File: src/rtl/coin_acceptor.sv
// Coin acceptor front end: synchronizes two coin sensors, debounces them,
// reports one accepted coin code per insertion and refuses ambiguous or inhibited coins.
module coin_acceptor #(
    parameter int unsigned DEBOUNCE_CYCLES = 4,
    parameter int unsigned LOCKOUT_CYCLES  = 8
) (
    input  logic       clk,
    input  logic       rst,
    input  logic       coin5_raw,
    input  logic       coin10_raw,
    input  logic       inhibit,
    output logic [1:0] in_price,
    output logic       reject,
    output logic [7:0] coin_cnt
);

    localparam int unsigned CNT_W   = 8;
    localparam int unsigned CODE_W  = 2;
    localparam logic [CNT_W-1:0]  DEB_LAST  = CNT_W'(DEBOUNCE_CYCLES - 1);
    localparam logic [CNT_W-1:0]  LOCK_LAST = CNT_W'(LOCKOUT_CYCLES - 1);
    localparam logic [CODE_W-1:0] CODE_NONE = 2'b00;
    localparam logic [CODE_W-1:0] CODE_FIVE = 2'b01;
    localparam logic [CODE_W-1:0] CODE_TEN  = 2'b10;

    typedef enum logic [1:0] {
        ST_IDLE    = 2'd0,
        ST_QUAL    = 2'd1,
        ST_HOLD    = 2'd2,
        ST_LOCKOUT = 2'd3
    } state_t;

    logic [1:0]        r_sync5;
    logic [1:0]        r_sync10;
    state_t            r_state;
    logic [CNT_W-1:0]  r_cnt;
    logic              r_is_ten;
    logic [CODE_W-1:0] r_in_price;
    logic              r_reject;
    logic [CNT_W-1:0]  r_coin_cnt;

    logic              w_s5;
    logic              w_s10;
    logic              w_cap;
    logic              w_oth;
    state_t            w_state_nxt;
    logic [CNT_W-1:0]  w_cnt_nxt;
    logic              w_is_ten_nxt;
    logic              w_accept;
    logic              w_refuse;
    logic [CODE_W-1:0] w_in_price_nxt;
    logic              w_reject_nxt;
    logic [CNT_W-1:0]  w_coin_cnt_nxt;

    assign w_s5  = r_sync5[1];
    assign w_s10 = r_sync10[1];
    // Captured line and the opposite line while a coin is being qualified.
    assign w_cap = r_is_ten ? w_s10 : w_s5;
    assign w_oth = r_is_ten ? w_s5  : w_s10;

    // Two-flop synchronizers for the asynchronous sensor lines.
    always_ff @(posedge clk) begin
        if (rst) begin
            r_sync5  <= 2'b00;
            r_sync10 <= 2'b00;
        end else begin
            r_sync5  <= {r_sync5[0],  coin5_raw};
            r_sync10 <= {r_sync10[0], coin10_raw};
        end
    end

    // State register with the shared qualification/lockout counter.
    always_ff @(posedge clk) begin
        if (rst) begin
            r_state  <= ST_IDLE;
            r_cnt    <= '0;
            r_is_ten <= 1'b0;
        end else begin
            r_state  <= w_state_nxt;
            r_cnt    <= w_cnt_nxt;
            r_is_ten <= w_is_ten_nxt;
        end
    end

    // Next-state logic; also flags the acceptance and refusal events.
    always_comb begin
        w_state_nxt  = r_state;
        w_cnt_nxt    = r_cnt;
        w_is_ten_nxt = r_is_ten;
        w_accept     = 1'b0;
        w_refuse     = 1'b0;
        case (r_state)
            ST_IDLE: begin
                if ((w_s5 ^ w_s10) && !inhibit) begin
                    w_state_nxt  = ST_QUAL;
                    w_cnt_nxt    = CNT_W'(1);
                    w_is_ten_nxt = w_s10;
                end else if (w_s5 || w_s10) begin
                    w_state_nxt = ST_HOLD;
                    w_cnt_nxt   = '0;
                    w_refuse    = 1'b1;
                end
            end
            ST_QUAL: begin
                if (w_oth) begin
                    w_state_nxt = ST_HOLD;
                    w_cnt_nxt   = '0;
                    w_refuse    = 1'b1;
                end else if (w_cap) begin
                    if (r_cnt == DEB_LAST) begin
                        w_state_nxt = ST_HOLD;
                        w_cnt_nxt   = '0;
                        w_accept    = 1'b1;
                    end else begin
                        w_cnt_nxt = r_cnt + CNT_W'(1);
                    end
                end else begin
                    // Line dropped early: treat as a glitch, silently.
                    w_state_nxt = ST_IDLE;
                    w_cnt_nxt   = '0;
                end
            end
            ST_HOLD: begin
                if (!w_s5 && !w_s10) begin
                    w_state_nxt = ST_LOCKOUT;
                    w_cnt_nxt   = '0;
                end
            end
            ST_LOCKOUT: begin
                if (r_cnt == LOCK_LAST) begin
                    w_state_nxt = ST_IDLE;
                    w_cnt_nxt   = '0;
                end else begin
                    w_cnt_nxt = r_cnt + CNT_W'(1);
                end
            end
            default: begin
                w_state_nxt = ST_IDLE;
                w_cnt_nxt   = '0;
            end
        endcase
    end

    // Next values of the registered outputs.
    always_comb begin
        w_in_price_nxt = CODE_NONE;
        w_reject_nxt   = 1'b0;
        w_coin_cnt_nxt = r_coin_cnt;
        if (w_accept) begin
            w_in_price_nxt = r_is_ten ? CODE_TEN : CODE_FIVE;
            w_coin_cnt_nxt = r_coin_cnt + CNT_W'(1);
        end
        if (w_refuse) begin
            w_reject_nxt = 1'b1;
        end
    end

    always_ff @(posedge clk) begin
        if (rst) begin
            r_in_price <= CODE_NONE;
            r_reject   <= 1'b0;
            r_coin_cnt <= '0;
        end else begin
            r_in_price <= w_in_price_nxt;
            r_reject   <= w_reject_nxt;
            r_coin_cnt <= w_coin_cnt_nxt;
        end
    end

    assign in_price = r_in_price;
    assign reject   = r_reject;
    assign coin_cnt = r_coin_cnt;

endmodule
File: config.mk
export PLATFORM = sky130hd
export DESIGN_NAME = coin_acceptor
export DESIGN_NICKNAME = d
export VERILOG_FILES = /design/src/rtl/coin_acceptor.sv
export SDC_FILE = /design/constraint.sdc
export NUM_CORES = 1
export LEC_CHECK = 0
export ABC_AREA = 1
export CAP_MARGIN = 40
export CORE_MARGIN = 2
export CORE_UTILIZATION = 24
export CTS_CLUSTER_SIZE = 40
export DETAILED_ROUTE_END_ITERATION = 10
export PLACE_DENSITY = 0.53
export SETUP_SLACK_MARGIN = 0.15
export SYNTH_ARGS = -nofsm -noshare
export SYNTH_HDL_FRONTEND = slang
export SYNTH_SLANG_ARGS = --single-unit
File: constraint.sdc
create_clock -name clk -period 1.53 [get_ports clk]
set_input_delay 0.153 -clock clk [delete_from_list [all_inputs] [get_ports clk]]
set_output_delay 0.153 -clock clk [all_outputs]
set_load 0.01 [all_outputs]
# Word level (Yosys, flattened, before mapping)
# Cells that the tools add are included.
# word_totals
register_bits,26
in_bits,5
output_inout_bits,11
wordCells,60
# classes
n_addsub,2
eq_ne,9
n_mux,28
bitwise,2
n_reduce_logical,11
# op_table
operator,n
$mux W8,7
$pmux W8 S4,1
$add A8 B1 Y8 const B,2
$mux W2,8
$mux W1,10
$eq A8 B2 Y1 const B,1
$eq A8 B3 Y1 const B,1
$pmux W2 S4,1
$eq A2 B2 Y1 const B,2
$ne A2 B2 Y1 const B,2
$ne A4 B4 Y1 const B,1
$reduce_and A2 Y1,2
$reduce_and A4 Y1,1
$logic_not A1 Y1,3
$ne A3 B3 Y1 const B,1
$eq A2 B1 Y1 const B,1
$logic_and A1 B1 Y1,2
$logic_not A2 Y1,1
$pmux W1 S2,1
$reduce_or A2 Y1,1
$logic_or A1 B1 Y1,1
$not A1 Y1,1
$xor A1 B1 Y1,1

# Longest topological paths before layout
# Gate-level depths: netlist (run 1).
# depth
depth_word,7
depth_mapped,11
ltp_nobuf,11

# Least setup slack after synthesis (run 1)
# Ideal clock, no wire load.
# synth_path
path_type,reg-to-reg
from,register r_sync10[1]
to,register r_cnt[0]
setup_time_ns,0.110
arrival_time_ns,1.329
slack_ns,0.091
stages_incl_launch_ff,10
path_cell_list,dfxtp_1 > inv_1 > ha_1 > nand2_1 > nand3_1 > nand2_2 > nor2_2 > o21ai_0 > nand3_1 > inv_1
# synth_between
elab_chain_len,4
word_cells_on_any_way,14
cone_classes,2 x eq/ne; 6 x mux; 1 x bitwise; 5 x reduce/logical
# synth_lines
item,line,text
"start, declared",33,logic [1:0] r_sync10;
"start signal, assigned",67,"r_sync10 <= {r_sync10[0], coin10_raw};"
"$mux W1, or another cell as far along",57,assign w_cap = r_is_ten ? w_s10 : w_s5;
"$mux W8, or another cell as far along",108,end else if (w_cap) begin
"$mux W8, or another cell as far along",104,if (w_oth) begin
$pmux W8 S4 / $reduce_and A2 Y1 (equally long branches),n/a,
"end signal, assigned",79,r_cnt <= w_cnt_nxt;
"end, declared",35,logic [CNT_W-1:0] r_cnt;
# Parallel ways exist; a longest one is shown, timed or not.
# A chain may end at the register's enable or synchronous reset.

# Worst setup path in the final report (run 1)
# layout_path
from,register r_sync10[1]
to,register r_cnt[1]
# Same word-level chain as after synthesis.

==> results of run 1 <==
[routing by layer]
layer / vias up / track usage (%) / routed length, microns
met3: 6 / 2.49 / 149
met4: 0 / 3.13 / 74
met2: 22 / 18.6 / 1850
met5: - / 0 / 0
met1: 667 / 14.6 / 1840
li1: 777 / - / -
[synthesized netlist by cell type (all sizes together)]
cell / n
o21ai: 9
nor2: 40
xor2: 2
nand4: 3
o21bai: 1
clkbuf: 3
nor3: 2
a21oi: 14
ha: 3
nand3: 20
xnor2: 1
nand2: 68
nand3b: 2
inv: 35
dfxtp: 26
buf: 2
[sequential cells by signal (all words and copies together) (netlist names)]
name / count
in_price: 2
r_cnt: 8
r_sync10: 2
coin_cnt: 8
r_sync5: 2
r_state: 2
r_is_ten: 1
reject: 1
[kinds of logic (layout without fill, tap and decap cells)]
logic type / Yosys count / after routing / synth area share, %
buffers and inverters: 40 / 67 / 10.9
xor gates and xnor gates: 3 / 3 / 1.76
and+or+nand+nor: 135 / 137 / 41.5
AOI/OAI and AO/OA: 24 / 24 / 8.47
adders and majority gates: 3 / 3 / 2.51
DFF: 26 / 26 / 34.9
[final cells by class]
type	count	share of cell area, %
multi-input cells	167	48.0
flip-flops and latches	26	25.5
well taps	75	4.40
clock buffers	3	1.94
clock inverters	1	1.41
repair buffers	28	12.3
inverters	35	6.51
[timing repair]
action                                  4_1_cts  5_1_grt
buffers inserted                              4        2
cloned                                        2        0
gates resized for setup                      30       40
endpoints found under the setup margin       27       25
pin swaps                                     9       19
[report_power, final]
part | switching (mW) | internal, mW | leakage (nW) | total (mW)
combinational | 0.470 | 0.320 | 0.721 | 0.790
clock | 0.243 | 0.351 | 0.0357 | 0.594
sequential | 0.0866 | 0.739 | 0.218 | 0.825
total | 0.800 | 1.41 | 0.975 | 2.21
[worst max-delay path, cell delays in order (launching register included)]
cell and delay (ns):
dfxtp_4 0.37, buf_6 0.13, nor2_2 0.08, nand2_1 0.09
nand2_4 0.09, nand2_8 0.08, o21ai_4 0.25, nand2_1 0.10
a21oi_2 0.11
[through the flow]
step | area (sq um) | instances | util, % | setup slack, ns | total power, mW
2_1_floorplan | 1520 | 231 | - | 0.166 | 1.24
3_3_place_gp | 1780 | 323 | 29.9 | 0.0758 | 1.37
3_5_place_dp | 1780 | 323 | 29.9 | 0.000964 | 1.37
4_1_cts | 1990 | 333 | 33.4 | 0.151 | 2.10
5_1_grt | 2130 | 335 | 35.8 | 0.0802 | 2.34
6_report | 2130 | 335 | 35.8 | 0.167 | 2.21
[worst max-delay path by stage]
| stage | start | to | slack [ns] | cells after the start |
|---|---|---|---|---|
| after global routing | r_sync10[1] | r_is_ten | 0.08 | 6 |
| after global placement | r_cnt[0] | coin_cnt[0] | 0.08 | 8 |
| after CTS | r_sync10[1] | r_cnt[0] | 0.15 | 9 |
| after floorplan | r_cnt[1] | coin_cnt[0] | 0.17 | 8 |
| final | r_sync10[1] | r_cnt[1] | 0.17 | 8 |
| after detailed placement | r_cnt[0] | coin_cnt[0] | 0.001 | 8 |
[placed cells by master, fill, tap and decap left out, types with 3 or more instances in the layout]
cell,synthesis,layout
nand2_1,63,58
nor2_1,34,27
inv_1,31,27
dfxtp_1,26,13
nand3_1,19,12
buf_4,0,11
a21oi_1,14,10
dfxtp_2,0,10
clkdlybuf4s50_1,0,8
nor2_2,3,7
nand3_2,1,6
nand2_4,1,6
inv_2,4,5
nor2_4,1,5
nand2_2,4,4
a21oi_2,0,4
o21ai_1,1,4
o21ai_0,7,4
dlymetal6s2s_1,0,4
inv_4,0,3
nand4_1,3,3
clkbuf_8,0,3
dlygate4sd2_1,0,3
dfxtp_4,0,3
==> flow_summary.yaml, run 1 <==
pwr:
  p_leak_nw: 0.975
  irDropWorstVdd_uv: 511
  p_per_area_mw_per_mm2: 1040
grt:
  gr-total-overflow: 0
  grt_usage_pct: 11.2
  grt_max_degree: 16
  grt_first_pass_wirelength_microns: 6500
  first_global_vias: 1459
  antenna_found_initial: 0
detailed_routing:
  drc: 0
  firstDrtPassIters: 4
  ant_nets: 0
  drt-total-wl_microns: 3920
  dr.first_iter.drc_count: 63
  route.vias.total: 1472
  wire_per_inst_microns: 11.7
  viasPerCell: 4.39
clock_network:
  h-tree-depth: 1
  numCtsBuffers: 3
  cts-root-buf: "clkbuf_8"
  cts_hold_buffers: 0
  cts.sinks: 26
  clock_path_buffers: 2
  tritoncts: "built"
  cts.clk_slew.worst_paths_ns: 0.10
  clk_latency_ns: 0.28
status:
  outcome: "finished clean"
sta:
  skew_ns: 0.0104
  timing.fmax_mhz: 734
  report.final.setup_viol: 0
  fin_crit_sh_pct: 89.1
  fin_crit_ns: 1.36
  hold_slack_ns: 0.377
  slew_violations: 0
  slew_headroom_pct: 71.9
  rsz0062_at_grt: "true"
  hold_viol: 0
  worstMarginPinSlew_ns: 0.421
  fin_tns_setup_ns: 0
floorplan:
  coreArea_sq_mm: 0.00596
  die_area_sq_mm: 0.00687
  fp.dieW_microns: 82.9
  dieHeight_microns: 82.9
  io-pin-count: 16
  start_util_pct: 25.1
  row_count: 28
critical_path:
  timing.reg2reg.setup_slack_ns: 0.17
  worstSetupStartpointType: "register"
  crit_required_ns: 1.75
  critPathMaxFanout: 5
  arrival_ns: 1.59
  cp-end-kind: "register"
  worstSetupPathType: "register to register"
  worst_r2r_path_depth: 8
  rr_endpoint: "r_cnt[1]"
  r2r-start: "r_sync10[1]"
yosys:
  synthDistinctLibCells: 27
  synth_warnings: 0
  synth_top_area_cell: "dfxtp_1"
  yosys-top-cells-area: "dfxtp_1 35%, nand2_1 16%, nor2_1 8.5%"
  yosysTopAreaCellShare_pct: 34.9
  ys_ff_latch: 26
  syn_inst: 231
  yosysSeqAreaShare_pct: 34.9
  syn_nets: 239
  avgSynthCellArea_sq_um: 6.46
  syn-cell-area_sq_mm: 0.00149
hold_path:
  holdPathEnd: "r_sync10[0]"
  hold_depth: 3
  worstHoldStart: "coin10_raw"
  hold_class: "primary input to register"
placed_design:
  io_buffers: 15
  place.gp.congestion: 0.815
  dp_hpwl_microns: 2540
final_layout:
  fill_cells: 654
  layout.area.seq_sq_um: 544
  multi_input_area_sq_mm: 0.00102
  fin_nets: 269
  syn2layout_area_growth_pct: 42.9
  diodes: 0
  drive_above_1_share_pct: 30.8
job:
  cap_violations: 0
No activity file was read; power rests on OpenSTA's default activity.
==> inputs of run 2 (changes only) <==
==> constraint.sdc (replaced) <==
create_clock -name clk -period 1.53 [get_ports clk]
set_input_delay 0.2295 -clock clk [delete_from_list [all_inputs] [get_ports clk]]
set_output_delay 0.2295 -clock clk [all_outputs]
set_load 0.01 [all_outputs]
==> flow_summary.yaml, run 2 (synthesized netlist as in run 1, its figures left out) <==
final_layout:
  layout_commonest_cell: "nand2_1"
  fin_nets: 270
  layout.area.seq_sq_um: 536
  multi_input_area_sq_mm: 0.00102
  drive_above_1_share_pct: 31.0
  syn2layout_area_growth_pct: 43.6
  layout_common_cells: "56 x nand2_1, 28 x nor2_1, 27 x inv_1"
  fill_cells: 638
  diodes: 0
grt:
  antenna_found_initial: 0
  first_global_vias: 1380
  met1_usage_pct: 14.1
  busiest_layer: "met2"
  grt_max_degree: 16
  gr-total-overflow: 0
  met2_usage_pct: 18.1
  gr-usage-met3_pct: 2.98
  grt_first_pass_wirelength_microns: 6180
  grt_usage_pct: 10.8
detailed_routing:
  firstDrtPassIters: 4
  wire_per_inst_microns: 10.9
  drt-total-wl_microns: 3660
  route.vias.total: 1491
  viasPerCell: 4.44
  ant_nets: 0
  drc: 0
  dr.first_iter.drc_count: 95
hold_path:
  hold_class: "register to register"
floorplan:
  start_util_pct: 25.1
  row_count: 28
  io-pin-count: 16
  coreArea_sq_mm: 0.00596
  fp.dieW_microns: 82.9
  dieHeight_microns: 82.9
  die_area_sq_mm: 0.00687
placed_design:
  place.gp.congestion: 0.829
  place_ws_ns: 0.0169
  io_buffers: 15
  dp_hpwl_microns: 2450
job:
  cap_violations: 0
pwr:
  pwr-share-comb_pct: 36.0
  sw_frac_of_total_pct: 36.0
  power.switching_mw: 0.795
  p_per_area_mw_per_mm2: 1030
  total_power_mw: 2.21
  p_seq_share_pct: 37.2
  irDropWorstVdd_uv: 381
  power.share.clock_pct: 26.8
  internal_power_mw: 1.41
  p_leak_nw: 1.01
sta:
  fin_crit_ns: 1.44
  slew_headroom_pct: 71.1
  report.final.setup_viol: 0
  timing.fmax_mhz: 696
  fin_tns_setup_ns: 0
  rsz0062_at_grt: "true"
  slew_violations: 0
  worst_slack_ns: 0.0928
  worstMarginPinSlew_ns: 0.433
  skew_ns: 0.00178
  hold_viol: 0
  fin_crit_sh_pct: 93.9
clock_network:
  cts.clk_slew.worst_paths_ns: 0.10
  h-tree-depth: 1
  tritoncts: "built"
  numCtsBuffers: 3
  clk_latency_ns: 0.28
  cts-root-buf: "clkbuf_8"
  cts.sinks: 26
  clock_path_buffers: 2
critical_path:
  slowest_delay_ns: 0.37
  cp_cell_sequence: "inv_4 -> ha_4 -> nand2_4 -> nand3_4 -> nand2_4 -> nor2_4 -> nand4_1 -> nand2_1 -> inv_1"
  worstSetupStartpointType: "register"
  critPathMaxFanout: 5
  cp-end-kind: "register"
  crit_required_ns: 1.72
  critical-path-top-delay-family: "simple AND/OR/NAND/NOR gates"
  worstSetupPathType: "register to register"
  arrival_ns: 1.62
  worst-path-buf-inv: 2
  crit_top_cell: "nand2_4"
  slowest_stage: "dfxtp_2"
status:
  outcome: "finished clean"
-- run 2: changes by cell type in the layout (fill, tap and decap cells not counted), moves of 2 or more --
cell,before,now
dfxtp_1,13,16
dlygate4sd2_1,3,7
nand2_1,58,56
nand2_4,6,4
buf_12,0,2
nand2_2,4,9
nor2_4,5,7
clkdlybuf4s50_1,8,4
nor2_2,7,4
dfxtp_4,3,1
-- run 2: per-layer routing --
metal | wire, microns | share of wire (%) | vias up
li1 | - | - | 779
met1 | 1770 | 48 | 680
met2 | 1720 | 47 | 30
met3 | 163 | 4.5 | 2
met4 | 4 | 0.11 | 0
met5 | 0 | 0 | -
-- run 2: worst min-delay path: stages, from the launching register on --
cell     delay, ns
dfxtp_1       0.31
inv_1         0.04
nor2_1        0.03
-- run 2: cell type report --
class,instances,share of cell area (%)
Multi-Input combinational cell,167,47.6
Sequential cell,26,25.0
Timing Repair Buffer,29,13.3
Inverter,35,6.36
Tap cell,75,4.38
Clock buffer,3,1.93
Clock inverter,1,1.40
-- run 2: repair_timing --
| action | in CTS | in global routing |
|---|---|---|
| pin swaps | 5 | 13 |
| buffers inserted | 4 | 4 |
| resized for setup | 25 | 43 |
| gates cloned | 2 | 0 |
| endpoints found under the setup margin | 29 | 25 |
| hold buffers | 0 | 0 |
-- run 2: metrics by stage --
step           hold WS [ns]  instances  instance area, sq um  util (%)
2_1_floorplan         0.336        231                  1520         -
3_3_place_gp          0.384        322                  1790      30.0
4_1_cts               0.400        332                  1960      32.9
5_1_grt               0.421        336                  2140      36.0
6_report              0.398        336                  2140      36.0
3_5_place_dp          0.385        322                  1790      30.0
-- run 2: power groups by stage --
stage	clock, mW	combinational (mW)	sequential (mW)
after global routing	0.635	0.865	0.830
final	0.591	0.794	0.822
after CTS	0.608	0.661	0.796
after detailed placement	0	0.565	0.808
after floorplan	0	0.468	0.775
after global placement	0	0.563	0.808
-- run 2: worst paths after layout --
path                  to  cells after the start  slack, ns         from
max           r_state[0]                      9       0.09   r_sync5[1]
min          r_sync10[1]                      2       0.40  r_sync10[0]
max reg2reg   r_state[0]                      9       0.09   r_sync5[1]
min reg2reg  r_sync10[1]                      2       0.40  r_sync10[0]
==> inputs of run 3 (changes only) <==
CTS_CLUSTER_SIZE = 30   (was 40)
PLACE_DENSITY = 0.51   (was 0.53)
clock period = 1.6 ns   (was 1.53 ns; I/O delays follow)
==> flow_summary.yaml, run 3 (synthesized netlist as in run 1, its figures left out) <==
status:
  outcome: "finished clean"
pwr:
  p_leak_nw: 0.950
  internal_power_mw: 1.33
  irDropWorstVdd_uv: 429
  power.switching_mw: 0.705
  p_seq_share_pct: 37.5
  power.share.clock_pct: 27.6
  p_per_area_mw_per_mm2: 1020
  sw_frac_of_total_pct: 34.7
  pwr-share-comb_pct: 34.9
sta:
  worstMarginPinSlew_ns: 0.424
  hold_slack_ns: 0.401
  report.final.setup_viol: 0
  skew_ns: 0.00545
  fin_crit_ns: 1.40
  worst_slack_ns: 0.196
  hold_viol: 0
  slew_violations: 0
  timing.fmax_mhz: 712
  fin_tns_setup_ns: 0
  fin_crit_sh_pct: 87.8
  slew_headroom_pct: 71.7
  rsz0062_at_grt: "true"
final_layout:
  diodes: 0
  fin_nets: 266
  layout_common_cells: "62 x nand2_1, 32 x nor2_1, 29 x inv_1"
  multi_input_area_sq_um: 908
  layout.area.seq_sq_um: 531
  fill_cells: 645
  final_cells: 332
  syn2layout_area_growth_pct: 33.1
  layout_commonest_cell: "nand2_1"
  final_util_pct: 33.4
  drive_above_1_share_pct: 20.6
critical_path:
  setup.worst_path.end: "r_state[0]"
  worstSetupPathType: "register to register"
  cp-end-kind: "register"
  worst_r2r_path_depth: 9
  timing.reg2reg.setup_slack_ns: 0.20
  rr_endpoint: "r_state[0]"
  crit_required_ns: 1.78
  r2r-start: "r_sync10[1]"
  critPathMaxFanout: 7
  arrival_ns: 1.59
  startpoint: "r_sync10[1]"
  worstSetupStartpointType: "register"
clock_network:
  cts.sinks: 26
  clk_latency_ns: 0.28
  tritoncts: "built"
  numCtsBuffers: 3
  clock_path_buffers: 2
  cts.clk_slew.worst_paths_ns: 0.10
  cts-root-buf: "clkbuf_8"
  cts_hold_buffers: 0
  h-tree-depth: 1
placed_design:
  dp_hpwl_microns: 2490
  io_buffers: 15
  dp_cells: 324
  place_ws_ns: 0.0274
  place.gp.congestion: 0.736
hold_path:
  hold_class: "register to register"
detailed_routing:
  dr.first_iter.drc_count: 94
  drc: 0
  wire_per_inst_microns: 10.6
  firstDrtPassIters: 4
  drt-total-wl_microns: 3530
  ant_nets: 0
  route.vias.total: 1449
  viasPerCell: 4.36
job:
  cap_violations: 0
grt:
  grt_usage_pct: 10.6
  grt_max_degree: 16
  gr-total-overflow: 0
  first_global_vias: 1325
  antenna_found_initial: 0
  grt_first_pass_wirelength_microns: 6070
floorplan:
  start_util_pct: 25.1
  die_area_sq_mm: 0.00687
  row_count: 28
  coreArea_sq_mm: 0.00596
  fp.dieW_microns: 82.9
  dieHeight_microns: 82.9
  io-pin-count: 16
-- run 3: area by class of cell --
| cell class | count | share of cell area [%] |
|---|---|---|
| timing repair buffer | 26 | 12.4 |
| clock inverter | 1 | 1.51 |
| inverter | 35 | 6.86 |
| multi-input combinational | 166 | 45.7 |
| tap | 75 | 4.72 |
| clock buffer | 3 | 2.08 |
| sequential | 26 | 26.7 |
-- run 3: critical path: stages, from the launching register on --
cell and delay, ns:
dfxtp_2 0.37, inv_4 0.05, ha_4 0.27, nand2_4 0.06, nand3_2 0.09, nand2_4 0.10
nor2_4 0.17, nand4_1 0.10, nand2_1 0.06, inv_1 0.03
-- run 3: power groups by stage --
| stage | registers [mW] | clock network [mW] | logic, mW |
|---|---|---|---|
| 6_report | 0.762 | 0.561 | 0.709 |
| 5_1_grt | 0.767 | 0.618 | 0.795 |
| 4_1_cts | 0.754 | 0.577 | 0.653 |
| 3_5_place_dp | 0.759 | 0 | 0.545 |
| 3_3_place_gp | 0.760 | 0 | 0.540 |
| 2_1_floorplan | 0.739 | 0 | 0.415 |
-- run 3: worst min-delay path by stage --
stage,endpoint,slack [ns],from,cells past startpoint
global route,r_sync10[1],0.42,r_sync10[0],2
global placement,r_sync10[1],0.39,r_sync10[0],2
detailed placement,r_sync10[1],0.40,r_sync10[0],2
finish,r_sync10[1],0.40,r_sync10[0],2
floorplan,r_sync10[0],0.35,coin10_raw,2
CTS,r_sync10[1],0.40,r_sync10[0],2
-- run 3: timing repair --
item / CTS / global route
gates resized for setup: 19 / 20
endpoints found under the setup margin: 27 / 20
gates cloned: 0 / 1
pin swaps: 5 / 8
buffers inserted: 2 / 1
-- run 3: metal layers --
metal	vias up	share of wire [%]	global-route usage, %
met5	-	0	0
met4	0	0.57	1.79
met3	2	4.4	3.08
met2	24	47	17.4
met1	647	48	13.9
li1	776	-	-
-- run 3: through the flow --
stage	power, mW	instance area [sq um]
detailed placement	1.30	1770
CTS	1.98	1900
global placement	1.30	1770
finish	2.03	1990
global route	2.18	1990
floorplan	1.15	1490
